### src/rtl/alu_issue_ctrl.sv
// rtl/alu_issue_ctrl.sv - ALU command issue controller with 8x32 operand register file
// Define ALU_ISSUE_ZFLAG_EN to add the RES_ZERO result flag output.
module alu_issue_ctrl #(
  parameter int unsigned LAT     = 0,
  parameter int unsigned NREG_AW = 3
) (
  input  logic               CLK,
  input  logic               RST,
  input  logic               CMD_VALID,
  output logic               CMD_READY,
  input  logic [13:0]        CMD,
  input  logic               LD_EN,
  input  logic [NREG_AW-1:0] LD_ADDR,
  input  logic [31:0]        LD_DATA,
  output logic               RES_VALID,
  input  logic               RES_READY,
  output logic [31:0]        RES_DATA,
  output logic [NREG_AW-1:0] RES_RD,
  output logic [31:0]        ALU_A,
  output logic [31:0]        ALU_B,
  output logic [3:0]         ALU_INST,
  output logic               ALU_SEL,
  input  logic [31:0]        ALU_Z,
`ifdef ALU_ISSUE_ZFLAG_EN
  output logic               RES_ZERO,
`endif
  output logic               BUSY
);

  localparam int unsigned NREG  = 1 << NREG_AW;
  localparam logic [2:0]  LAT_C = 3'(LAT);

  typedef enum logic [1:0] {IDLE, EXEC, RESP} state_t;

  state_t              state_q, state_d;
  logic [31:0]         rf_q [NREG];
  logic [31:0]         rf_d [NREG];
  logic [NREG_AW-1:0]  rd_q, rd_d;
  logic [31:0]         a_q, a_d, b_q, b_d;
  logic [3:0]          inst_q, inst_d;
  logic                sel_q, sel_d;
  logic [2:0]          cnt_q, cnt_d;
  logic [31:0]         res_data_q, res_data_d;
  logic [NREG_AW-1:0]  res_rd_q, res_rd_d;
  logic                zero_q, zero_d;

  logic [NREG_AW-1:0]  cmd_rd, cmd_rs1, cmd_rs2;

  assign cmd_rd  = NREG_AW'(CMD[8:6]);
  assign cmd_rs1 = NREG_AW'(CMD[5:3]);
  assign cmd_rs2 = NREG_AW'(CMD[2:0]);

  always_comb begin
    state_d    = state_q;
    rf_d       = rf_q;
    rd_d       = rd_q;
    a_d        = a_q;
    b_d        = b_q;
    inst_d     = inst_q;
    sel_d      = sel_q;
    cnt_d      = cnt_q;
    res_data_d = res_data_q;
    res_rd_d   = res_rd_q;
    zero_d     = zero_q;
    case (state_q)
      IDLE: begin
        if (LD_EN) rf_d[LD_ADDR] = LD_DATA;
        if (CMD_VALID) begin
          // A preload landing on an operand address in the accept cycle is forwarded.
          rd_d    = cmd_rd;
          a_d     = (LD_EN && (LD_ADDR == cmd_rs1)) ? LD_DATA : rf_q[cmd_rs1];
          b_d     = (LD_EN && (LD_ADDR == cmd_rs2)) ? LD_DATA : rf_q[cmd_rs2];
          inst_d  = CMD[13:10];
          sel_d   = CMD[9];
          cnt_d   = LAT_C;
          state_d = EXEC;
        end
      end
      EXEC: begin
        if (cnt_q != 3'd0) begin
          cnt_d = cnt_q - 3'd1;
        end else begin
          res_data_d = ALU_Z;
          res_rd_d   = rd_q;
          zero_d     = (ALU_Z == 32'd0);
          rf_d[rd_q] = ALU_Z;
          state_d    = RESP;
        end
      end
      RESP: begin
        if (RES_READY) state_d = IDLE;
      end
      default: state_d = IDLE;
    endcase
  end

  always_ff @(posedge CLK or posedge RST) begin
    if (RST) begin
      state_q    <= IDLE;
      rf_q       <= '{default: '0};
      rd_q       <= '0;
      a_q        <= '0;
      b_q        <= '0;
      inst_q     <= '0;
      sel_q      <= 1'b0;
      cnt_q      <= '0;
      res_data_q <= '0;
      res_rd_q   <= '0;
      zero_q     <= 1'b0;
    end else begin
      state_q    <= state_d;
      rf_q       <= rf_d;
      rd_q       <= rd_d;
      a_q        <= a_d;
      b_q        <= b_d;
      inst_q     <= inst_d;
      sel_q      <= sel_d;
      cnt_q      <= cnt_d;
      res_data_q <= res_data_d;
      res_rd_q   <= res_rd_d;
      zero_q     <= zero_d;
    end
  end

  assign CMD_READY = (state_q == IDLE);
  assign RES_VALID = (state_q == RESP);
  assign BUSY      = (state_q != IDLE);
  assign RES_DATA  = res_data_q;
  assign RES_RD    = res_rd_q;
  assign ALU_A     = a_q;
  assign ALU_B     = b_q;
  assign ALU_INST  = inst_q;
  assign ALU_SEL   = sel_q;

`ifdef ALU_ISSUE_ZFLAG_EN
  assign RES_ZERO = zero_q;
`else
  logic unused_zero;
  assign unused_zero = zero_q;
`endif

endmodule

### config.mk
export PLATFORM = sky130hd
export DESIGN_NAME = alu_issue_ctrl
export DESIGN_NICKNAME = d
export VERILOG_FILES = /design/src/rtl/alu_issue_ctrl.sv
export SDC_FILE = /design/constraint.sdc
export NUM_CORES = 1
export LEC_CHECK = 0
export ABC_AREA = 1
export CORE_ASPECT_RATIO = 1.2
export CORE_MARGIN = 2
export CORE_UTILIZATION = 30
export CTS_CLUSTER_DIAMETER = 80
export DETAILED_ROUTE_END_ITERATION = 10
export DONT_BUFFER_PORTS = 1
export PLACE_DENSITY = 0.45
export SLEW_MARGIN = 20
export SYNTH_ARGS = -nofsm -noshare
export SYNTH_HDL_FRONTEND = slang
export SYNTH_SLANG_ARGS = --single-unit
export TNS_END_PERCENT = 20
### constraint.sdc
create_clock -name CLK -period 13.5 [get_ports CLK]
set_input_delay 0.675 -clock CLK [delete_from_list [all_inputs] [get_ports CLK]]
set_output_delay 0.675 -clock CLK [all_outputs]
set_load 0.02 [all_outputs]
==> flow_summary_export.csv <==
group,metric,value,unit
status,status,"complete, no violations",
detailed_routing,drt-wirelength-per-cell,26.2,um
setup_path,arrival,4.14,ns
setup_path,cp_max_fo,54,
floorplan,initial_core_util,30.4,%
yosys,synthTopCellsByArea,"dfrtp_1 42%, nand2_1 19%, nand3_1 13%",
setup_path,crit_start,"state_q[1]$_DFFE_PP0P_",
cells_and_area,final_layout_size_suffix_gt1_share,6.00,%
setup_path,critPathRequiredTime,14.04,ns
detailed_routing,antenna_left,0,
sta,slew_headroom,23.0,%
sta,period_share,26.7,%
sta,setup_tns,0,ns
cts,cts_tree,"yes",
floorplan,io_pins,193,
yosys,yosysSeqAreaShare,41.9,%
sta,fmax,278,MHz
yosys,yosys-top-cells-count,"1085 x nand2_1, 550 x nand3_1, 368 x dfrtp_1",
detailed_routing,wirelength,103000,um
global_routing,grt_use_total,26.8,%
yosys,ys_warn_count,0,
cts,path_clk_slew,0.06,ns
setup_path,reg2reg_setup_slack,9.90,ns
cells_and_area,fin_nets,3057,
yosys,synth_cells,3131,
cts,worst_skew_pair.late_latency,0.62,ns
yosys,synth_top_area_share,41.9,%
worst_hold_path,hold_class,"input port to async pin",
sta,setup_violations,0,
setup_path,cp-end-kind,"flop",
global_routing,grt_pass1_vias,22100,
placement,port_buffers,0,
power_and_ir_drop,pwr-share-comb,37.6,%
cts,cts_hold_buf,0,
placement,place.gp.congestion,0.867,
yosys,synthesis.nets,3219,
placement,hpwl,61000,um
power_and_ir_drop,leakagePower,0.0110,uW
cts,postCtsResizedCells,0,
yosys,synth_top_area_cell,"dfrtp_1",
sta,slew_viol_final,0,
yosys,syn_area,0.0220,mm2
floorplan,die_w,251,um
sta,hold_slack,0.0257,ns
cts,clockBufferDepth,3,
global_routing,antenna_found_initial,0,
floorplan,die_y,301,um
cts,clock-sinks,368,
global_routing,globalRouteOverflowTotal,0,
cells_and_area,diodes,0,
yosys,synth_ff_type,"dfrtp_1",
global_routing,grt_max_degree,131,
power_and_ir_drop,power,5460,uW
power_and_ir_drop,clockPowerShare,24.8,%
yosys,synth-seq-cells,368,
detailed_routing,drtPass1Iterations,6,
global_routing,grt_pass1_wl,150000,um
sta,hold_viol,0,
sta,finClkSkew,0.0477,ns
power_and_ir_drop,ir_drop,0.173,mV
cts,cts_setup_buffers,0,
job,drv_cap,0,
cts,clockRootBuffer,"clkbuf_16",
setup_path,rr_endpoint,"rf_q[111]$_DFFE_PP0P_",
setup_path,start_kind,"flop",
power_and_ir_drop,p_per_area,228,mW/mm2
floorplan,num_rows,108,
yosys,avgSynthCellArea,7.03,um2
cells_and_area,syn_to_final_growth,8.81,%
power_and_ir_drop,p_switching,2540,uW
setup_path,crit_end,"rf_q[111]$_DFFE_PP0P_",
yosys,synth_edf_count,0,
sta,rsz0062_at_grt,"false",
setup_path,r2r_start,"state_q[1]$_DFFE_PP0P_",
detailed_routing,routed_via_density,5.70,
power_and_ir_drop,power_frac_seq,37.6,%
floorplan,coreArea,0.0724,mm2
setup_path,worst-setup-path-type,"flop to flop",
sta,worst_pin_slew,1.15,ns
power_and_ir_drop,swShare,46.4,%
cts,cts_max_level,2,
yosys,yosysMostFrequentCell,"nand2_1",
floorplan,fp.dieArea,0.0755,mm2
power_and_ir_drop,p_int,2920,uW
cells_and_area,fin_util,33.1,%
detailed_routing,drt-initial-drc-count,2518,
sta,min_period,3.60,ns
yosys,synth-async-reset-ratio,100,%
detailed_routing,drc,0,
detailed_routing,dr_total_vias,22400,
cts,cts_buffers,47,
yosys,yosysUniqueCellTypes,28,
setup_path,rr_worst_depth,9,
## final cells by class
| type | count | area [um2] |
|---|---|---|
| inverters | 235 | 896 |
| well taps | 935 | 1170 |
| multi-input cells | 2280 | 10700 |
| flip-flops and latches | 368 | 9210 |
| clock buffers | 63 | 1330 |
| repair buffers | 37 | 318 |
| fillers | 7777 | 48500 |
| clock inverters | 19 | 282 |
## registers in the layout (all words and copies together) (netlist names)
signal and count:
cnt_q 3, ALU_SEL 1, state_q 2, RES_RD 3, rf_q 256, rd_q 3, ALU_INST 4, RES_DATA 32
ALU_A 32, ALU_B 32
## cells by family after synthesis
group | after synthesis | synth area share [%]
muxes | 32 | 1.64
AOI/OAI and AO/OA | 541 | 13.8
buffers and inverters | 483 | 9.37
and+or+nand+nor | 1705 | 33.3
adders and majority gates | 2 | 0.114
DFF | 368 | 41.9
## cell usage in the layout, fill, tap and decap left out, types with 2 or more instances in the layout
master and instances:
nand2_1 1084, nand3_1 550, dfrtp_1 368, o22ai_1 256
inv_1 221, o21ai_1 161, o21ai_0 94, clkbuf_16 47
buf_4 35, nor2_1 32, mux2_2 32, a21oi_1 29
nand3b_1 16, inv_2 9, clkinv_2 9, clkbuf_8 9
nor2_8 7, clkbuf_1 7, nand2_2 6, bufinv_16 6
nor2_2 4, inv_6 4, nand2_4 3, ha_1 2
buf_16 2
## layer usage
| layer | routed length [um] | vias up | track usage [%] |
|---|---|---|---|
| met3 | 7140 | 330 | 3.92 |
| li1 | - | 10100 | - |
| met2 | 51000 | 1153 | 46.5 |
| met5 | 0 | - | 0 |
| met1 | 36600 | 10800 | 30.0 |
| met4 | 8320 | 0 | 19.4 |
## critical path: stages (launching register included)
cell and delay [ns]:
dfrtp_1 0.40, inv_2 0.08, nand2_4 0.52, inv_4 0.41
nand2_4 0.20, nand2_4 0.30, buf_4 0.44, nor2_8 0.81
nand2_1 0.13, o21ai_1 0.11
## power groups by stage
stage | Combinational, uW | Clock (uW) | Sequential (uW)
detailed placement | 2030 | 0 | 2070
global placement | 2000 | 0 | 2060
CTS | 2040 | 1380 | 2050
floorplan | 1500 | 0 | 1970
global route | 2250 | 1430 | 2110
finish | 2050 | 1350 | 2050
## worst min path at each step
stage / startpoint / to / slack [ns] / depth (start not counted)
after floorplan: cnt_q[0]$_DFFE_PP0P_ / cnt_q[0]$_DFFE_PP0P_ / 0.46 / 1
after global placement: cnt_q[0]$_DFFE_PP0P_ / cnt_q[0]$_DFFE_PP0P_ / 0.49 / 1
after detailed placement: cnt_q[0]$_DFFE_PP0P_ / cnt_q[0]$_DFFE_PP0P_ / 0.49 / 1
after CTS: RST / RES_DATA[18]$_DFFE_PP0P_ / 0.05 / 1
after global routing: RST / RES_DATA[18]$_DFFE_PP0P_ / 0.06 / 1
final: RST / RES_DATA[18]$_DFFE_PP0P_ / 0.03 / 1
## through the flow
| stage | std cells | worst slack [ns] | cell area (um2) |
|---|---|---|---|
| detailed placement | 3853 | 9.56 | 22300 |
| global route | 3937 | 9.65 | 23900 |
| CTS | 3935 | 9.89 | 23900 |
| floorplan | 3131 | 2.61 | 22000 |
| finish | 3937 | 9.90 | 23900 |
| global placement | 3853 | 9.58 | 22300 |
(Power assumes the default switching activity.)
